File: src/rtl/ysyx_24070016_exu_seq.sv
// Execute-stage sequencer: accepts decoded ops, holds them for 1 or MC_LAT
// cycles while the ALU works, and hands results to writeback; owns ebreak halt.
module ysyx_24070016_exu_seq #(
  parameter int XLEN   = 32,
  parameter int MC_LAT = 4
) (
  input  logic            clk,
  input  logic            rst_n,
  input  logic            in_valid,
  output logic            in_ready,
  input  logic [XLEN-1:0] in_src1,
  input  logic [XLEN-1:0] in_src2,
  input  logic [XLEN-1:0] in_imm,
  input  logic            in_sel_rs2Isimm,
  input  logic            in_multicycle,
  input  logic            in_ebreak,
  output logic [XLEN-1:0] alu_src1,
  output logic [XLEN-1:0] alu_src2,
  input  logic [XLEN-1:0] alu_result,
  output logic            out_valid,
  input  logic            out_ready,
  output logic [XLEN-1:0] out_result,
  output logic            halt,
  output logic [31:0]     retire_cnt
);

  typedef enum logic [1:0] {
    IDLE = 2'd0,
    EXEC = 2'd1,
    DONE = 2'd2,
    HALT = 2'd3
  } state_t;

  localparam logic [7:0] MC_INIT = 8'(MC_LAT - 1);

  state_t            state_r;
  state_t            state_nx_s;
  logic [7:0]        cnt_r;
  logic [XLEN-1:0]   src1_r;
  logic [XLEN-1:0]   src2_r;
  logic [XLEN-1:0]   imm_r;
  logic              sel_r;
  logic [XLEN-1:0]   out_result_r;
  logic              out_valid_r;
  logic              halt_r;
  logic [31:0]       retire_cnt_r;
  logic              in_ready_s;
  logic              accept_s;
  logic              retire_s;

  // Handshake qualifiers; a retire and a new accept may share a DONE cycle.
  always_comb begin
    in_ready_s = (state_r == IDLE) | ((state_r == DONE) & out_ready);
    accept_s   = in_valid & in_ready_s;
    retire_s   = (state_r == DONE) & out_ready;
  end

  // Next-state logic.
  always_comb begin
    state_nx_s = state_r;
    case (state_r)
      IDLE: begin
        if (accept_s) begin
          state_nx_s = in_ebreak ? HALT : EXEC;
        end else begin
          state_nx_s = IDLE;
        end
      end
      EXEC: begin
        if (cnt_r == 8'd0) begin
          state_nx_s = DONE;
        end else begin
          state_nx_s = EXEC;
        end
      end
      DONE: begin
        if (accept_s) begin
          state_nx_s = in_ebreak ? HALT : EXEC;
        end else if (out_ready) begin
          state_nx_s = IDLE;
        end else begin
          state_nx_s = DONE;
        end
      end
      HALT: begin
        state_nx_s = HALT;
      end
      default: begin
        state_nx_s = IDLE;
      end
    endcase
  end

  // State, operand latches, cycle counter, result and retire bookkeeping.
  always_ff @(posedge clk or negedge rst_n) begin
    if (!rst_n) begin
      state_r      <= IDLE;
      cnt_r        <= 8'd0;
      src1_r       <= '0;
      src2_r       <= '0;
      imm_r        <= '0;
      sel_r        <= 1'b0;
      out_result_r <= '0;
      out_valid_r  <= 1'b0;
      halt_r       <= 1'b0;
      retire_cnt_r <= 32'd0;
    end else begin
      state_r     <= state_nx_s;
      out_valid_r <= (state_nx_s == DONE);
      halt_r      <= (state_nx_s == HALT);
      if (accept_s) begin
        src1_r <= in_src1;
        src2_r <= in_src2;
        imm_r  <= in_imm;
        sel_r  <= in_sel_rs2Isimm;
        cnt_r  <= in_multicycle ? MC_INIT : 8'd0;
      end else if ((state_r == EXEC) && (cnt_r != 8'd0)) begin
        cnt_r <= cnt_r - 8'd1;
      end
      if ((state_r == EXEC) && (cnt_r == 8'd0)) begin
        out_result_r <= alu_result;
      end
      if (retire_s) begin
        retire_cnt_r <= retire_cnt_r + 32'd1;
      end
    end
  end

  // Operand mux works off the latched select so it stays stable until the next accept.
  always_comb begin
    alu_src1 = src1_r;
    if (sel_r) begin
      alu_src2 = imm_r;
    end else begin
      alu_src2 = src2_r;
    end
  end

  assign in_ready   = in_ready_s;
  assign out_valid  = out_valid_r;
  assign out_result = out_result_r;
  assign halt       = halt_r;
  assign retire_cnt = retire_cnt_r;

endmodule
File: config.mk
export PLATFORM = sky130hd
export DESIGN_NAME = ysyx_24070016_exu_seq
export DESIGN_NICKNAME = d
export VERILOG_FILES = /design/src/rtl/ysyx_24070016_exu_seq.sv
export SDC_FILE = /design/constraint.sdc
export NUM_CORES = 1
export LEC_CHECK = 0
export ABC_AREA = 0
export CAP_MARGIN = 20
export CORE_MARGIN = 5
export CORE_UTILIZATION = 31
export CTS_CLUSTER_SIZE = 8
export DETAILED_ROUTE_END_ITERATION = 16
export DONT_BUFFER_PORTS = 1
export PLACE_DENSITY_LB_ADDON = 0.1
export SETUP_SLACK_MARGIN = 0.5
export SYNTH_ARGS = -nofsm -noshare
export SYNTH_HDL_FRONTEND = slang
export SYNTH_SLANG_ARGS = --single-unit
File: constraint.sdc
create_clock -name clk -period 2.2 [get_ports clk]
set_input_delay 0.44 -clock clk [delete_from_list [all_inputs] [get_ports clk]]
set_output_delay 0.44 -clock clk [all_outputs]
set_load 0.01 [all_outputs]
==> results.txt, run 1 <==
Via density -> 4.69
Layout Utilization -> 36.6%
YS warnings -> 0
Final Net Count -> 858
Tcrit/Tclk final -> 84.6%
Slowest cell delay on critical path -> 0.42 ns
DR WL/cell -> 18.6 um
Root Driver -> clkbuf_16
Comb pwr share -> 28.9%
Sequential fraction of the synthesis area -> 59.1%
Clk network pwr share -> 23.5%
Hold WC Path Type -> input pin to async pin
Reg clk slew, reported paths -> 0.07 ns
Hold Violations, Final -> 173
Placed inst area -> 0.00768 mm2
CTS tree -> built
Syn nets -> 844
DRT Wirelength -> 19.6 mm
Rows -> 56
Max-slew violations -> 0
ANT cells -> 0
Share of layout cells above drive strength 1 -> 21.1%
Fill count -> 2,396
Total GRT Usage -> 13.8%
Final setup violation count -> 0
Slew @ Worst Pin -> 0.415 ns
GRT overflow -> 0
CP Class -> flop to output pin
Critical-path maximum fanout -> 16
Core Footprint -> 0.0234 mm2
Seq pwr share -> 47.6%
Residual DRC count -> 0
Relative slew slack -> 72.3%
Arr. time, crit path -> 1.42 ns
Leakage power -> 4.06 nW
Max cap viols -> 0
Initial Util -> 31.3%
Final min period -> 1.86 ns
Area delta synth->final -> 16.8%
Setup crit end kind -> output pin
Pre-CTS setup slack -> 0.205 ns
Synthesized area per cell -> 10.4 um2
Skew final -> 0.0166 ns
Post-synth cell types -> 41
IO buf count -> 0
Internal power -> 7.56 mW
TritonRoute pass-1 iters -> 4
Pwr/cell area -> 1390 mW/mm2
I/O pin total -> 266
RD Place Congestion -> 0.750
DRT iter0 DRCs -> 266
Depth of the CTS H-tree -> 4
Switching power -> 4.35 mW
Startpoint types -> flop
Total power -> 11.9 mW
CTS sink count -> 173
Via count -> 4,937
Min Hold Slack -> -0.288 ns
Die Y -> 164 um
Vias in the first global route -> 5,175
Max rail drop VDD -> 0.483 mV
Setup TNS -> 0 ns
DP Wirelength -> 13.0 mm
Post-route ant nets -> 0
RSZ-0062 raised after global routing -> yes
Post-route cell area -> 0.00856 mm2
Syn Inst Count -> 707
First-pass GRT wire length -> 28.8 mm
Fmax -> 537 MHz
Initial antenna violation count -> 0
CTS buffer count -> 17
Max clock buf depth -> 2
Die ar. -> 0.0268 mm2
CP max-delay cell -> dfrtp_2
Die W -> 164 um
Status -> complete, but fails checks
Critical-path cell list -> clkbuf_16 > mux2_2
Seq cells post-synth -> 173
Worst EP required -> 1.76 ns
Clk_lat worst skew -> 0.43 ns
Sw Ratio -> 36.5%
Failing checks -> negative hold slack
Synth Cell Area -> 0.00733 mm2
Final worst setup slack -> 0.339 ns
Largest net degree at the start of global routing -> 174
-- layout by cell type (no fill, tap or decap), types with 2 or more instances in the layout --
cell	Yosys	routed
a21oi_1	4	3
clkbuf_1	15	2
nand3_2	1	2
clkinvlp_4	0	3
nand3_4	1	3
nand2_1	306	306
buf_6	5	2
xor2_1	9	9
buf_4	0	16
buf_12	0	5
o21ai_0	2	2
clkinv_4	0	4
clkinv_2	0	2
o211ai_1	3	3
xnor2_1	25	25
nand4_1	14	14
nand4b_1	3	3
nor3_1	6	3
clkbuf_16	0	19
inv_6	0	3
and3_1	6	5
mux2_2	65	65
nor3_2	1	3
nor4_4	2	2
o41ai_1	2	2
inv_1	6	5
dfrtp_2	0	8
dfrtp_1	173	165
nand3_1	14	13
nor2_1	8	7
inv_8	0	2
nor4_2	0	3
-- worst max-delay path: cells and delay by family, from the launching register on --
| kind | cells | cell delay, ns |
|---|---|---|
| buffers and inverters | 1 | 0.20 |
| flip-flops | 1 | 0.42 |
| multiplexers | 1 | 0.39 |
-- power groups by stage --
stage                     combinational, mW  sequential, mW  clock, mW
final                                  3.44            5.67       2.80
after floorplan                        2.52            5.37          0
after global routing                   3.89            5.84       3.04
after detailed placement               3.08            5.72          0
after global placement                 2.98            5.69          0
after CTS                              3.33            5.66       2.92
-- cell usage after synthesis (all sizes together) --
cell type  number  share of area, %
nand2         306                16
dfrtp         173                59
mux2           65                10
xnor2          25               3.0
buf            18               1.6
nand3          16               1.3
clkbuf         15              0.77
nand4          14               1.2
xor2            9               1.1
nor2            8              0.41
nor3            7              0.55
and3            6              0.51
inv             6              0.31
nor4            5              0.84
a21oi           4              0.27
nand4b          4              0.56
o211ai          3              0.31
o21ai           3              0.26
a21boi          2              0.20
ha              2              0.34
nand2b          2              0.17
o311ai          2              0.24
o41ai           2              0.24
or4             2              0.26
and2            1             0.085
and4            1              0.12
nand3b          1              0.10
nor2b           1             0.085
nor3b           1              0.10
o21a            1              0.10
or2             1             0.085
or3b            1              0.12
-- sequential cells by signal (all words and copies together), names as in the netlist --
| signal | count |
|---|---|
| sel_r | 1 |
| alu_src1 | 32 |
| out_valid | 1 |
| cnt_r | 8 |
| retire_cnt | 32 |
| state_r | 2 |
| src2_r | 32 |
| out_result | 32 |
| imm_r | 32 |
| halt | 1 |
-- layer usage --
metal | wire, um | GRT usage [%]
met2 | 9360 | 22.6
met4 | 309 | 4.04
met5 | 0 | 0
met3 | 2080 | 6.52
met1 | 7860 | 16.1
-- through the flow --
step	hold slack (ns)	instances
2_1_floorplan	0.144	707
3_3_place_gp	0.149	1001
3_5_place_dp	0.150	1001
4_1_cts	-0.315	1045
5_1_grt	-0.317	1053
6_report	-0.288	1053
-- logic make-up after synthesis --
kind of cell	synth area share (%)
muxes	9.99
buffers and inverters	2.70
and+or+nand+nor	22.2
xor gates and xnor gates	4.06
adders and majority gates	0.341
DFF	59.1
AOI/OAI and AO/OA	1.62
-- cell type report --
type                    instances  area [um2]  share of cell area (%)
repair buffers                 26         320                    3.74
multi-input cells             497        2930                    34.3
well taps                     319         399                    4.66
inverters                       6        26.3                   0.307
clock buffers                  19         433                    5.06
clock inverters                13         109                    1.27
flip-flops and latches        173        4340                    50.7
-- what timing repair did --
| item | CTS | global route |
|---|---|---|
| resized for setup | 10 | 21 |
| setup buffers | 11 | 5 |
| gates cloned | 1 | 3 |
| endpoints found under the hold margin | 173 | 173 |
| setup endpoints to repair | 85 | 175 |
| pin swaps | 7 | 5 |
-- worst paths after layout --
path,cells past startpoint,startpoint,slack [ns],end
setup reg to reg,5,cnt_r[2],0.52,cnt_r[2]
setup / recovery,2,sel_r,0.34,alu_src2[26]
min in group clk,2,in_src1[18],0.11,alu_src1[18]
max in group asynchronous,0,rst_n,2.14,src2_r[15]
hold reg to reg,2,imm_r[25],0.47,imm_r[25]
hold / removal,0,rst_n,-0.29,retire_cnt[24]
No activity file was read; power rests on OpenSTA's default activity.
==> inputs of run 2 (changes only) <==
==> constraint.sdc (replaced) <==
create_clock -name clk -period 1.9 [get_ports clk]
set_input_delay 0.38 -clock clk [delete_from_list [all_inputs] [get_ports clk]]
set_output_delay 0.38 -clock clk [all_outputs]
set_load 0.01 [all_outputs]
==> run 2 against run 1 <==
Net effect: the flow still finishes with violations (negative hold slack); largest cell class unchanged; cell count increased by 5.7%; die area unchanged; worst hold slack worse by 0.070 ns; power rose by 28%; clock skew down 0.0079 ns; final area is 18% higher; worst setup slack worse by 0.26 ns; first-iteration DRC count decreased by 6.8%.
==> results.txt, run 2 (synthesized netlist as in run 1, its figures left out) <==
R2R depth -> 5
CTS buffer count -> 17
GRT overflow -> 0
DP Wirelength -> 12.9 mm
RSZ-0062 raised after global routing -> yes
Fmax -> 548 MHz
IO buf count -> 0
Via count -> 5,312
Arr. time, crit path -> 1.44 ns
Final setup violation count -> 0
DR WL/cell -> 20.6 um
CTS tree -> built
Critical-path maximum fanout -> 16
Final Net Count -> 918
CTS sink count -> 173
Die W -> 164 um
Pwr/cell area -> 1520 mW/mm2
Final min period -> 1.82 ns
Die Y -> 164 um
Depth of the CTS H-tree -> 4
DRT Wirelength -> 22.9 mm
Slew @ Worst Pin -> 0.338 ns
Share of layout cells above drive strength 1 -> 42.9%
Reg clk slew, reported paths -> 0.07 ns
Hold WC Path Type -> input pin to async pin
Clk_lat worst skew -> 0.43 ns
Min Hold Slack -> -0.358 ns
Startpoint types -> flop
Skew final -> 0.00877 ns
Total GRT Usage -> 14.6%
Max cap viols -> 0
Die ar. -> 0.0268 mm2
Hold Violations, Final -> 173
First-pass GRT wire length -> 30.5 mm
Core Footprint -> 0.0234 mm2
Tcrit/Tclk final -> 96.0%
Vias in the first global route -> 5,438
Max-slew violations -> 0
CP Class -> flop to output pin
Residual DRC count -> 0
Most frequent cells in the layout -> nand2_1 (218), dfrtp_1 (155), mux2_2 (65)
Max rail drop VDD -> 0.630 mV
Largest net degree at the start of global routing -> 174
Final worst setup slack -> 0.0766 ns
Pre-CTS setup slack -> 0.152 ns
Relative slew slack -> 77.3%
Total power -> 15.3 mW
Via density -> 4.77
Leakage power -> 4.97 nW
Commonest non-fill, non-tap cell in the layout -> nand2_1
DRT iter0 DRCs -> 248
Area delta synth->final -> 37.6%
Worst EP required -> 1.52 ns
TritonRoute pass-1 iters -> 4
Failing checks -> negative hold slack
Initial antenna violation count -> 0
Setup TNS -> 0 ns
Setup crit end kind -> output pin
Initial Util -> 31.3%
Post-route ant nets -> 0
Status -> complete, but fails checks
ANT cells -> 0
RD Place Congestion -> 0.738
Rows -> 56
Root Driver -> clkbuf_16
Max clock buf depth -> 2
I/O pin total -> 266
==> run 2: through the flow <==
step | instances | area (um2) | util [%] | hold slack (ns)
3_5_place_dp | 1011 | 7800 | 33.3 | 0.0894
4_1_cts | 1068 | 8800 | 37.6 | -0.387
6_report | 1113 | 10100 | 43.1 | -0.358
3_3_place_gp | 1011 | 7800 | 33.3 | 0.0889
5_1_grt | 1113 | 10100 | 43.1 | -0.401
2_1_floorplan | 707 | 7390 | - | 0.0844
==> run 2: area by class of cell <==
class	instances	area [um2]
fill	2226	13300
sequential	173	4350
multi-input combinational	496	3570
timing repair buffer	87	1170
clock buffer	20	467
tap	319	399
clock inverter	12	101
inverter	6	26.3
==> run 2: critical path: stages, from the launching register on <==
cell and delay (ns):
dfrtp_2 0.42, clkbuf_16 0.21, mux2_2 0.39
==> run 2: routing by layer <==
metal | track usage [%] | part of all wire [%]
met1 | 17.6 | 40
met2 | 23.8 | 50
met3 | 5.80 | 8.7
met4 | 4.80 | 1.2
met5 | 0 | 0
==> run 2: worst paths after layout <==
| check | end | slack (ns) | from |
|---|---|---|---|
| min | retire_cnt[8] | -0.36 | rst_n |
| max | alu_src2[18] | 0.08 | sel_r |
| min in group clk | out_valid | 0.03 | out_ready |
| max in group asynchronous | imm_r[27] | 2.02 | rst_n |
| max reg2reg | out_result[2] | 0.22 | cnt_r[5] |
| min reg2reg | imm_r[7] | 0.47 | imm_r[7] |
==> run 2: repair_timing <==
action	4_1_cts	5_1_grt
hold endpoints to repair	173	173
pin swaps	36	98
gates cloned	5	20
setup endpoints to repair	199	173
gates resized for setup	58	180
setup buffers	20	25
==> run 2: where the power goes <==
part           switching (mW)  internal, mW
combinational            2.69          2.72
clock                    1.59          1.81
sequential               1.34          5.16
total                    5.61          9.68
==> inputs of run 3 (changes only) <==
--- a/config.mk
+++ b/config.mk
@@ -8,7 +8,7 @@
 export ABC_AREA = 0
 export CAP_MARGIN = 20
 export CORE_MARGIN = 5
-export CORE_UTILIZATION = 31
+export CORE_UTILIZATION = 40
 export CTS_CLUSTER_SIZE = 8
 export DETAILED_ROUTE_END_ITERATION = 16
 export DONT_BUFFER_PORTS = 1
==> run 3 against run 2 <==
Net effect: flip-flop and latch count unchanged; maximum frequency decreased by 0.28%; die area decreased by 21%; sequential share of layout area decreased by 1.9 points; critical endpoint is now alu_src2[3]; the flow still finishes with violations (negative hold slack); clock-buffer cell count increased by 2; critical path depth increased by 1; utilization increased by 15 points; largest power group unchanged; combinational power increased by 13%.
==> results.txt, run 3 (synthesized netlist as in run 1, its figures left out) <==
Status -> complete, but fails checks
Failing checks -> negative hold slack
Fmax -> 547 MHz
Reg clk slew, reported paths -> 0.06 ns
Via density -> 5.34
Via count -> 5,529
RR Startpoint -> cnt_r[0]
Tcrit/Tclk final -> 96.2%
Die Y -> 145 um
Worst setup path start -> sel_r
IO buf count -> 0
Relative slew slack -> 71.0%
Slowest cell delay on critical path -> 0.39 ns
Switching power -> 5.82 mW
FF/Latch Area -> 0.00435 mm2
Placed inst area -> 0.00770 mm2
Die ar. -> 0.0211 mm2
Seq pwr share -> 40.3%
Final Net Count -> 932
Post-route ant nets -> 0
Share of layout cells above drive strength 1 -> 51.1%
CTS tree -> built
Final min period -> 1.83 ns
CTS sink count -> 173
Core Footprint -> 0.0180 mm2
Area of the multi-input gates -> 0.00375 mm2
Total power -> 16.5 mW
Skew final -> 0.0127 ns
Rows -> 49
CP Buf/Inv Count -> 2
RSZ-0062 raised after global routing -> yes
RD Place Congestion -> 0.792
Critical-path maximum fanout -> 16
Vias in the first global route -> 5,715
Setup crit end kind -> output pin
CTS buffer count -> 17
Pwr/cell area -> 1570 mW/mm2
Reg-to-reg slack, setup -> 0.18 ns
First-pass GRT wire length -> 32.6 mm
Worst Setup EP -> alu_src2[3]
I/O pin total -> 266
RR Endpoint -> out_result[28]
R2R depth -> 7
Sw Ratio -> 35.3%
Max-slew violations -> 0
Comb pwr share -> 37.1%
Clk network pwr share -> 22.6%
DP Wirelength -> 12.3 mm
GRT overflow -> 0
Root Driver -> clkbuf_16
Commonest non-fill, non-tap cell in the layout -> dfrtp_1
ANT cells -> 0
CP max-delay cell -> mux2_2
Startpoint types -> flop
Critical path depth -> 3
Residual DRC count -> 0
Max clock buf depth -> 2
Die W -> 145 um
DR WL/cell -> 22.3 um
Depth of the CTS H-tree -> 4
Critical-path cell list -> buf_4 > buf_12 > mux2_2
Setup TNS -> 0 ns
Arr. time, crit path -> 1.45 ns
Area delta synth->final -> 43.9%
Post-route cell area -> 0.0105 mm2
DRT iter0 DRCs -> 253
DRT Wirelength -> 23.1 mm
Hold Violations, Final -> 173
Min Hold Slack -> -0.345 ns
Internal power -> 10.7 mW
Largest net degree at the start of global routing -> 174
Worst EP required -> 1.52 ns
CP Class -> flop to output pin
Hold WC Path Type -> input pin to async pin
Initial antenna violation count -> 0
Initial Util -> 40.6%
Total GRT Usage -> 19.3%
Max cap viols -> 0
Final setup violation count -> 0
Clk_lat worst skew -> 0.43 ns
Fill count -> 1,505
Slew @ Worst Pin -> 0.435 ns
Leakage power -> 5.10 nW
Max rail drop VDD -> 0.773 mV
TritonRoute pass-1 iters -> 4
Most frequent cells in the layout -> dfrtp_1 (157), nand2_1 (151), nand2_2 (107)
Largest delay share family, worst path -> multiplexers
==> run 3: cell count changes in the layout (fill, tap and decap cells not counted), moves of 4 or more <==
cell       before  now
nand2_2        53  107
buf_8           1    5
nand2_4        35   48
inv_6           4    0
buf_6          26   21
bufinv_16       0    4
nand2_1       218  151
buf_16          2   10
==> run 3: power groups by stage <==
stage	clock network [mW]	registers (mW)	logic [mW]
after floorplan	0	6.23	3.01
after CTS	3.82	6.50	4.81
after detailed placement	0	6.57	3.67
after global routing	4.00	6.84	6.62
after global placement	0	6.53	3.54
final	3.73	6.65	6.12
==> run 3: how the worst min path moves through the flow <==
stage	cells past startpoint	endpoint
3_5_place_dp	0	out_result[0]
3_3_place_gp	0	retire_cnt[11]
5_1_grt	0	retire_cnt[12]
2_1_floorplan	0	alu_src1[0]
4_1_cts	0	retire_cnt[12]
6_report	0	retire_cnt[12]
==> run 3: repair_timing <==
item,4_1_cts,5_1_grt
gates cloned,12,22
pin swaps,54,177
resized for setup,79,235
endpoints found under the hold margin,173,173
setup endpoints to repair,193,200
buffers inserted,36,14
==> run 3: cell type report <==
| type | count | area share, % |
|---|---|---|
| Sequential cell | 173 | 41.3 |
| Multi-Input combinational cell | 497 | 35.5 |
| Timing Repair Buffer | 100 | 14.2 |
| Clock buffer | 22 | 4.50 |
| Tap cell | 229 | 2.72 |
| Clock inverter | 9 | 1.52 |
| Inverter | 6 | 0.249 |
==> run 3: routing by layer <==
layer,vias to the layer above,share of wire [%],global-route usage [%]
met5,-,0,0
met3,36,8.1,7.16
met4,0,2.6,6.53
li1,2511,-,-
met1,2751,38,23.4
met2,231,51,31.9
==> run 3: per-stage QoR <==
stage | worst slack, ns | cells | util, %
after floorplan | 0.319 | 707 | -
after global placement | 0.242 | 921 | 42.7
after detailed placement | 0.198 | 921 | 42.7
after CTS | 0.0527 | 1000 | 51.0
after global routing | 0.0136 | 1036 | 58.5
final | 0.0715 | 1036 | 58.5
